[src/rtl/id_hazard_ctrl_pkg.sv]
// id_hazard_ctrl_pkg: opcode constants and interlock state encoding shared by the hazard controller.
package id_hazard_ctrl_pkg;

    localparam logic [5:0] OP_RTYPE = 6'h00;
    localparam logic [5:0] OP_BEQ   = 6'h04;
    localparam logic [5:0] OP_LW    = 6'h23;
    localparam logic [5:0] OP_SW    = 6'h2B;

    typedef enum logic {
        HZ_RUN,
        HZ_STALL
    } hz_state_e;

endpackage

[src/rtl/id_hazard_ctrl_hz_detect.sv]
// id_hazard_ctrl_hz_detect: combinational load-use hazard term.
// Only opcodes that actually read rt as a source may match on rt.
module id_hazard_ctrl_hz_detect
    import id_hazard_ctrl_pkg::*;
(
    input  logic [5:0] opcode_i,
    input  logic [4:0] rs_i,
    input  logic [4:0] rt_i,
    input  logic       memread_i,
    input  logic [4:0] ld_rt_i,
    output logic       hz_o
);

    logic uses_rt;

    assign uses_rt = (opcode_i == OP_RTYPE) | (opcode_i == OP_BEQ) | (opcode_i == OP_SW);
    assign hz_o    = memread_i & (ld_rt_i != 5'd0) &
                     ((ld_rt_i == rs_i) | (uses_rt & (ld_rt_i == rt_i)));

endmodule

[src/rtl/id_hazard_ctrl.sv]
// id_hazard_ctrl: load-use stall / taken-branch flush interlock for the 5-stage pipeline.
// Define HAZ_STATS_EN to add saturating stall_count / flush_count event counters.
module id_hazard_ctrl
    import id_hazard_ctrl_pkg::*;
#(
    parameter int LOAD_STALL_CYCLES = 1
) (
    input  logic        clk,
    input  logic        rst_n,
    input  logic [31:0] IF_ID_instrout,
    input  logic        ID_EX_memread,
    input  logic [4:0]  ID_EX_rt,
    input  logic        EX_MEM_PCSrc,
    output logic        pc_write,
    output logic        if_id_write,
    output logic        id_ex_bubble,
    output logic        if_id_flush,
    output logic        id_ex_flush,
    output logic        ex_mem_flush
`ifdef HAZ_STATS_EN
    ,
    output logic [31:0] stall_count,
    output logic [31:0] flush_count
`endif
);

    localparam logic [3:0] CNT_INIT = 4'(LOAD_STALL_CYCLES > 1 ? LOAD_STALL_CYCLES - 2 : 0);

    hz_state_e  state_q, state_d;
    logic [3:0] cnt_q, cnt_d;
    logic       hz, stall_act, br;
    logic       unused_instr;

    assign unused_instr = ^IF_ID_instrout[15:0];

    id_hazard_ctrl_hz_detect u_hz_detect (
        .opcode_i  (IF_ID_instrout[31:26]),
        .rs_i      (IF_ID_instrout[25:21]),
        .rt_i      (IF_ID_instrout[20:16]),
        .memread_i (ID_EX_memread),
        .ld_rt_i   (ID_EX_rt),
        .hz_o      (hz)
    );

    // A resolving branch overrides any stall: the stalled instruction is on the wrong path.
    assign br           = rst_n & EX_MEM_PCSrc;
    assign stall_act    = rst_n & ~EX_MEM_PCSrc & ((state_q == HZ_STALL) | hz);
    assign pc_write     = rst_n & ~stall_act;
    assign if_id_write  = rst_n & ~stall_act;
    assign id_ex_bubble = ~rst_n | stall_act;
    assign if_id_flush  = br;
    assign id_ex_flush  = br;
    assign ex_mem_flush = br;

    always_comb begin
        state_d = EX_MEM_PCSrc ? HZ_RUN :
                  (state_q == HZ_STALL) ? ((cnt_q == 4'd0) ? HZ_RUN : HZ_STALL) :
                  (hz && LOAD_STALL_CYCLES > 1) ? HZ_STALL : HZ_RUN;
        cnt_d   = EX_MEM_PCSrc ? 4'd0 :
                  (state_q == HZ_STALL) ? ((cnt_q == 4'd0) ? 4'd0 : cnt_q - 4'd1) :
                  hz ? CNT_INIT : 4'd0;
    end

    always_ff @(posedge clk or negedge rst_n) begin
        if (!rst_n) begin
            state_q <= HZ_RUN;
            cnt_q   <= 4'd0;
        end else begin
            state_q <= state_d;
            cnt_q   <= cnt_d;
        end
    end

`ifdef HAZ_STATS_EN
    logic [31:0] stall_cnt_q, flush_cnt_q;

    always_ff @(posedge clk or negedge rst_n) begin
        if (!rst_n) begin
            stall_cnt_q <= 32'd0;
            flush_cnt_q <= 32'd0;
        end else begin
            if (stall_act && stall_cnt_q != 32'hFFFF_FFFF) stall_cnt_q <= stall_cnt_q + 32'd1;
            if (br && flush_cnt_q != 32'hFFFF_FFFF) flush_cnt_q <= flush_cnt_q + 32'd1;
        end
    end

    assign stall_count = stall_cnt_q;
    assign flush_count = flush_cnt_q;
`endif

endmodule
[config.mk]
export PLATFORM = sky130hd
export DESIGN_NAME = id_hazard_ctrl
export DESIGN_NICKNAME = d
export VERILOG_FILES = /design/src/rtl/id_hazard_ctrl_pkg.sv /design/src/rtl/id_hazard_ctrl_hz_detect.sv /design/src/rtl/id_hazard_ctrl.sv
export SDC_FILE = /design/constraint.sdc
export NUM_CORES = 1
export LEC_CHECK = 0
export ABC_CLOCK_PERIOD_IN_PS = 2100
export CORE_AREA = 2 2 39 41
export DETAILED_ROUTE_END_ITERATION = 10
export DIE_AREA = 0 0 41 43
export DONT_BUFFER_PORTS = 1
export MAX_ROUTING_LAYER = met4
export PLACE_DENSITY_LB_ADDON = 0.3
export SYNTH_ARGS = -nofsm -noshare
export SYNTH_HDL_FRONTEND = slang
export SYNTH_HIERARCHICAL = 1
export SYNTH_SLANG_ARGS = --single-unit
[constraint.sdc]
create_clock -name clk -period 2.1 [get_ports clk]
set_input_delay 0.42 -clock clk [delete_from_list [all_inputs] [get_ports clk]]
set_output_delay 0.42 -clock clk [all_outputs]
set_load 0.01 [all_outputs]
==> flow_summary.ini, run 1 <==
[timing]
maxSlewViolCount = 0
min_period_ns = 2.01
finalHoldViolCount = 0
worst_hold_slack_ns = 0.464
grt_setup_unrepaired = no
clock_skew_ns = 0.00855
slew_headroom_pct = 58.2
finalCritPeriodShare_pct = 95.9
fmax_mhz = 497
worst_pin_slew_ns = 0.626
setup-tns-final_ns = 0
setup_viol = 0

[synthesis]
ys_types = 21
yosysSeqAreaShare_pct = 28.7
syn-num-nets = 90
ys_ff_latch = 5
syn-cell-area_sq_um = 435
ys_warn_count = 6
synthMuxAreaShare_pct = 0
synthAdderAreaFrac_pct = 5.75
syn-instance-count = 47
synth-simple-area-share_pct = 25.6
synth_compound_area_share_pct = 10.9
avgSynthCellArea_sq_um = 9.26
synthXorXnorAreaFrac_pct = 22.1
synth_top_family_by_area = simple AND/OR/NAND/NOR gates

[worst_setup_path]
slowest_delay_ns = 0.51
path_class = in2out
startpoint = IF_ID_instrout[26]
crit_chain = or4_4 > o21ai_2 > nand3_1 > a21oi_2 > nor2_1 > o21ai_0 > buf_4
worst_ep_arrival_time_ns = 1.59
r2r-start = cnt_q[0]$_DFF_PN0_
end_kind = primary output
critical_path_depth = 7
endpoint = id_ex_bubble
reg2reg_to = cnt_q[2]$_DFF_PN0_
cp_slowest_cell = or4_4
required_ns = 1.68
r2r_cells = 4
cp_max_fo = 2
worstSetupStartpointType = primary input
rrSetupSlack_ns = 0.70
crit_family = simple AND/OR/NAND/NOR gates
path_buf_inv = 1

[routing]
wl_per_cell_um = 11.6
wirelength_um = 763
drtAntennaViolNets = 0
drc_errors = 0
vias = 339
firstDrtPassIters = 4
drt-initial-drc-count = 2
avgViaCountPerCell = 5.14

[layout]
syn_to_final_growth_pct = 12.1
multiInputGateArea_sq_um = 292
drive_above_1_share_pct = 18.0
regArea_sq_um = 125
final_nets = 94
fill_cells = 139
n_antenna_cell = 0

[clock_tree]
h-tree-depth = 1
clk_pin_slew_ns = 0.05
cts-root-buf = clkbuf_4
numCtsBuffers = 3
insertion_delay_ns = 0.24
cts.path.max_buffers = 2
cts_tree = built
cts_num_sinks = 5

[min_path]
hold_class = in2async

[power_and_ir_drop]
fin_total_pwr_uw = 244
power_density_nw_per_um2 = 501
p_leak_nw = 0.188
ir_drop_mv = 0.461

[status]
status = completed

[placement]
gp_congestion = 0.679
io_buffer_count = 0
dp_hpwl_um = 654

[global_route]
grt_usage_pct = 10.2
grt_pass1_vias = 326
grt_remaining_overflow = 0
grt_max_degree = 6
antenna_found_initial = 0
grt_pass1_wl_um = 1140

[die]
die_h_um = 43
rows = 14
chipWidth_um = 41
start_util_pct = 31.5
die-area_sq_um = 1760
core_sq_um = 1380
io_pins = 47

[flow_run]
maxCapViolCount = 0
worst register-to-register path: stages (launching register included):
cell and delay [ns]:
dfrtp_1 0.40, inv_1 0.09, ha_1 0.13, nor3b_1 0.52
nor3_1 0.10
state kept, by name, indices dropped and copies added (netlist names):
name and count:
cnt_q 4, state_q 1
synthesized netlist by cell type, drive strengths merged:
library cell	instances	area share [%]
dfrtp	5	29
nand3	2	2.3
nor3b	1	1.7
o21ai	3	3.4
nor4	1	4.9
or4	3	5.2
xnor2	3	6.0
nor2	3	2.6
a21oi	1	1.1
o31ai	1	1.7
nand2b	1	1.4
o21a	1	1.7
ha	2	5.7
and2	1	1.4
inv	2	1.7
buf	3	5.2
nor3	4	4.6
a211oi	1	2.9
xor2	8	16
nand4	1	1.4
layer usage:
| metal | share of wire [%] | global-route usage, % | vias to the layer above |
|---|---|---|---|
| met4 | 0 | 2.00 | 0 |
| met2 | 48 | 17.5 | 21 |
| met5 | 0 | - | - |
| met3 | 15 | 6.28 | 0 |
| met1 | 37 | 8.91 | 147 |
| li1 | - | - | 171 |
area by class of cell:
| class | count | share of cell area (%) |
|---|---|---|
| multi-input cells | 37 | 59.7 |
| flip-flops and latches | 5 | 25.6 |
| clock buffers | 4 | 5.38 |
| inverters | 2 | 1.54 |
| repair buffers | 2 | 3.59 |
| well taps | 16 | 4.10 |
how the worst min path moves through the flow:
| stage | from | end | slack (ns) | cells after the start |
|---|---|---|---|---|
| 5_1_grt | rst_n | cnt_q[0]$_DFF_PN0_ | 0.48 | 1 |
| 6_report | rst_n | cnt_q[0]$_DFF_PN0_ | 0.46 | 1 |
| 3_5_place_dp | rst_n | cnt_q[0]$_DFF_PN0_ | 0.12 | 0 |
| 2_1_floorplan | rst_n | cnt_q[0]$_DFF_PN0_ | 0.12 | 0 |
| 4_1_cts | rst_n | cnt_q[0]$_DFF_PN0_ | 0.47 | 1 |
| 3_3_place_gp | rst_n | cnt_q[2]$_DFF_PN0_ | 0.12 | 0 |
metrics by stage:
stage | worst slack [ns] | util (%) | instance area [sq um] | std cells
finish | 0.0866 | 35.3 | 488 | 66
global route | 0.0309 | 35.3 | 488 | 66
CTS | 0.0273 | 34.4 | 477 | 66
detailed placement | 0.0312 | 31.8 | 440 | 61
global placement | 0.0504 | 31.8 | 440 | 61
floorplan | 0.0676 | - | 435 | 47
layout by cell type, fill, tap and decap left out, drive strengths merged, types with 2 or more instances in the layout:
| cell | n |
|---|---|
| clkbuf | 4 |
| dfrtp | 5 |
| ha | 2 |
| inv | 2 |
| nand3 | 2 |
| nor2 | 3 |
| nor3 | 4 |
| o21ai | 3 |
| or4 | 3 |
| xnor2 | 3 |
| xor2 | 8 |
where the power goes:
group	internal (mW)	leakage, nW	switching [mW]
Clock	0.0718	0.0150	0.0384
Combinational	0.0183	0.103	0.0192
Sequential	0.0967	0.0699	0
Total	0.187	0.188	0.0576
logic make-up (layout without fill, tap and decap cells):
kind of cell | after synthesis | in the layout
and+or+nand+nor | 17 | 17
xor gates and xnor gates | 11 | 11
AOI/OAI and AO/OA | 7 | 7
DFF | 5 | 5
buffers and inverters | 5 | 8
adders and majority gates | 2 | 2
repair_timing:
action | in CTS | in global routing
resized for setup | 0 | 3
hold buffers | 1 | 0
endpoints found under the setup margin | 0 | 1
buffers inserted | 0 | 0
hold endpoints to repair | 5 | 0
(Power assumes the default switching activity.)
==> inputs of run 2 (changes only) <==
--- a/config.mk
+++ b/config.mk
@@ -12,6 +12,7 @@
 export DONT_BUFFER_PORTS = 1
 export MAX_ROUTING_LAYER = met4
 export PLACE_DENSITY_LB_ADDON = 0.3
+export SKIP_LAST_GASP = 1
 export SYNTH_ARGS = -nofsm -noshare
 export SYNTH_HDL_FRONTEND = slang
 export SYNTH_HIERARCHICAL = 1
==> results of run 2 <==
The final DEF is identical to that of run 1; final timing and power are the same.
==> inputs of run 3 (changes only) <==
--- a/config.mk
+++ b/config.mk
@@ -7,6 +7,7 @@
 export LEC_CHECK = 0
 export ABC_CLOCK_PERIOD_IN_PS = 2100
 export CORE_AREA = 2 2 39 41
+export CTS_BUF_LIST = sky130_fd_sc_hd__clkbuf_4
 export DETAILED_ROUTE_END_ITERATION = 10
 export DIE_AREA = 0 0 41 43
 export DONT_BUFFER_PORTS = 1
==> run 3 against run 2 <==
Clock power increased by 13%. Core utilization increased by 0.27 points. Die area unchanged. Clock-buffer cell count unchanged. Sequential power about the same.
==> flow_summary.ini, run 3 (synthesized netlist as in run 1, its figures left out) <==
[routing]
avgViaCountPerCell = 5.14
drc_errors = 0
vias = 339
wirelength_um = 767
wl_per_cell_um = 11.6
firstDrtPassIters = 4
drtAntennaViolNets = 0
drt-initial-drc-count = 2

[clock_tree]
cts_tree = built
cts_num_sinks = 5
clk_pin_slew_ns = 0.05
numCtsBuffers = 3
cts.path.max_buffers = 2
cts-root-buf = clkbuf_4
h-tree-depth = 1
insertion_delay_ns = 0.24

[global_route]
grt_usage_pct = 10.2
grt_max_degree = 6
grt_pass1_wl_um = 1140
grt_remaining_overflow = 0
antenna_found_initial = 0
grt_pass1_vias = 326

[layout]
n_antenna_cell = 0
utilization_pct = 35.5
multiInputGateArea_sq_um = 292
drive_above_1_share_pct = 20.0
regMostFlops = cnt_q
layout_commonest_cell = xor2_1
mostFrequentLayoutCells = 8 x xor2_1, 5 x dfrtp_1, 4 x nor3_1, 4 x clkbuf_4
fin_cells = 66
fill_cells = 141
final_nets = 94
reg.largest.list = cnt_q x4, state_q x1
largest_reg_flops = 4
syn_to_final_growth_pct = 12.9
design_area_sq_um = 492
regArea_sq_um = 125

[die]
start_util_pct = 31.5
io_pins = 47
die_h_um = 43
chipWidth_um = 41
core_sq_um = 1380
die-area_sq_um = 1760
rows = 14

[power_and_ir_drop]
ir_drop_mv = 0.558
power_density_nw_per_um2 = 525
p_leak_nw = 0.192
fin_total_pwr_uw = 258

[placement]
dp.cells = 61
io_buffer_count = 0
dp_hpwl_um = 654
placed_area_sq_um = 440
gp_congestion = 0.679

[timing]
fmax_mhz = 497
finalHoldViolCount = 0
slew_headroom_pct = 58.2
setup-tns-final_ns = 0
maxSlewViolCount = 0
min_period_ns = 2.01
clock_skew_ns = 0.00712
finalCritPeriodShare_pct = 95.9
grt_setup_unrepaired = no
worst_pin_slew_ns = 0.626
setup_viol = 0

[worst_setup_path]
cp_max_fo = 2
path_buf_inv = 1
end_kind = primary output
worstSetupStartpointType = primary input
required_ns = 1.68
slowest_delay_ns = 0.51
path_class = in2out
crit_chain = or4_4 > o21ai_2 > nand3_1 > a21oi_2 > nor2_1 > o21ai_0 > buf_4
cp_slowest_cell = or4_4
crit_family = simple AND/OR/NAND/NOR gates
worst_ep_arrival_time_ns = 1.59

[status]
status = completed

[min_path]
hold_class = in2async

[flow_run]
maxCapViolCount = 0
==> run 3: report_power, final <==
| part | internal, mW | switching (mW) |
|---|---|---|
| clock network | 0.0847 | 0.0394 |
| logic | 0.0183 | 0.0192 |
| registers | 0.0967 | 0 |
| total | 0.200 | 0.0586 |
==> run 3: through the flow <==
step | hold slack [ns] | setup WS, ns
final | 0.464 | 0.0866
after global placement | 0.125 | 0.0504
after floorplan | 0.124 | 0.0676
after CTS | 0.465 | 0.0273
after global routing | 0.477 | 0.0309
after detailed placement | 0.125 | 0.0312
==> run 3: cell type report <==
type,count,area share [%]
clock buffer,4,6.11
inverter,2,1.53
multi-input combinational,37,59.3
sequential,5,25.4
tap,16,4.07
timing repair buffer,2,3.56
==> run 3: repair_timing <==
item,CTS,global route
setup endpoints to repair,0,1
gates resized for setup,0,3
hold endpoints to repair,5,0
hold buffers,1,0
setup buffers,0,0
==> run 3: path summary, 6_finish.rpt <==
kind	from	endpoint	slack (ns)	cells after the start
max	IF_ID_instrout[26]	id_ex_bubble	0.09	7
min	rst_n	cnt_q[0]$_DFF_PN0_	0.46	1
max reg2reg	cnt_q[0]$_DFF_PN0_	cnt_q[2]$_DFF_PN0_	0.71	4
min reg2reg	cnt_q[0]$_DFF_PN0_	cnt_q[0]$_DFF_PN0_	0.49	1
max in group asynchronous	rst_n	cnt_q[2]$_DFF_PN0_	1.44	1
min in group clk	EX_MEM_PCSrc	cnt_q[3]$_DFF_PN0_	0.49	2
==> run 3: routing by layer <==
| layer | global-route usage, % | up-vias | part of all wire (%) |
|---|---|---|---|
| li1 | - | 171 | - |
| met2 | 17.5 | 21 | 48 |
| met3 | 6.28 | 0 | 15 |
| met4 | 2.00 | 0 | 0 |
| met5 | - | - | 0 |
| met1 | 8.91 | 147 | 37 |
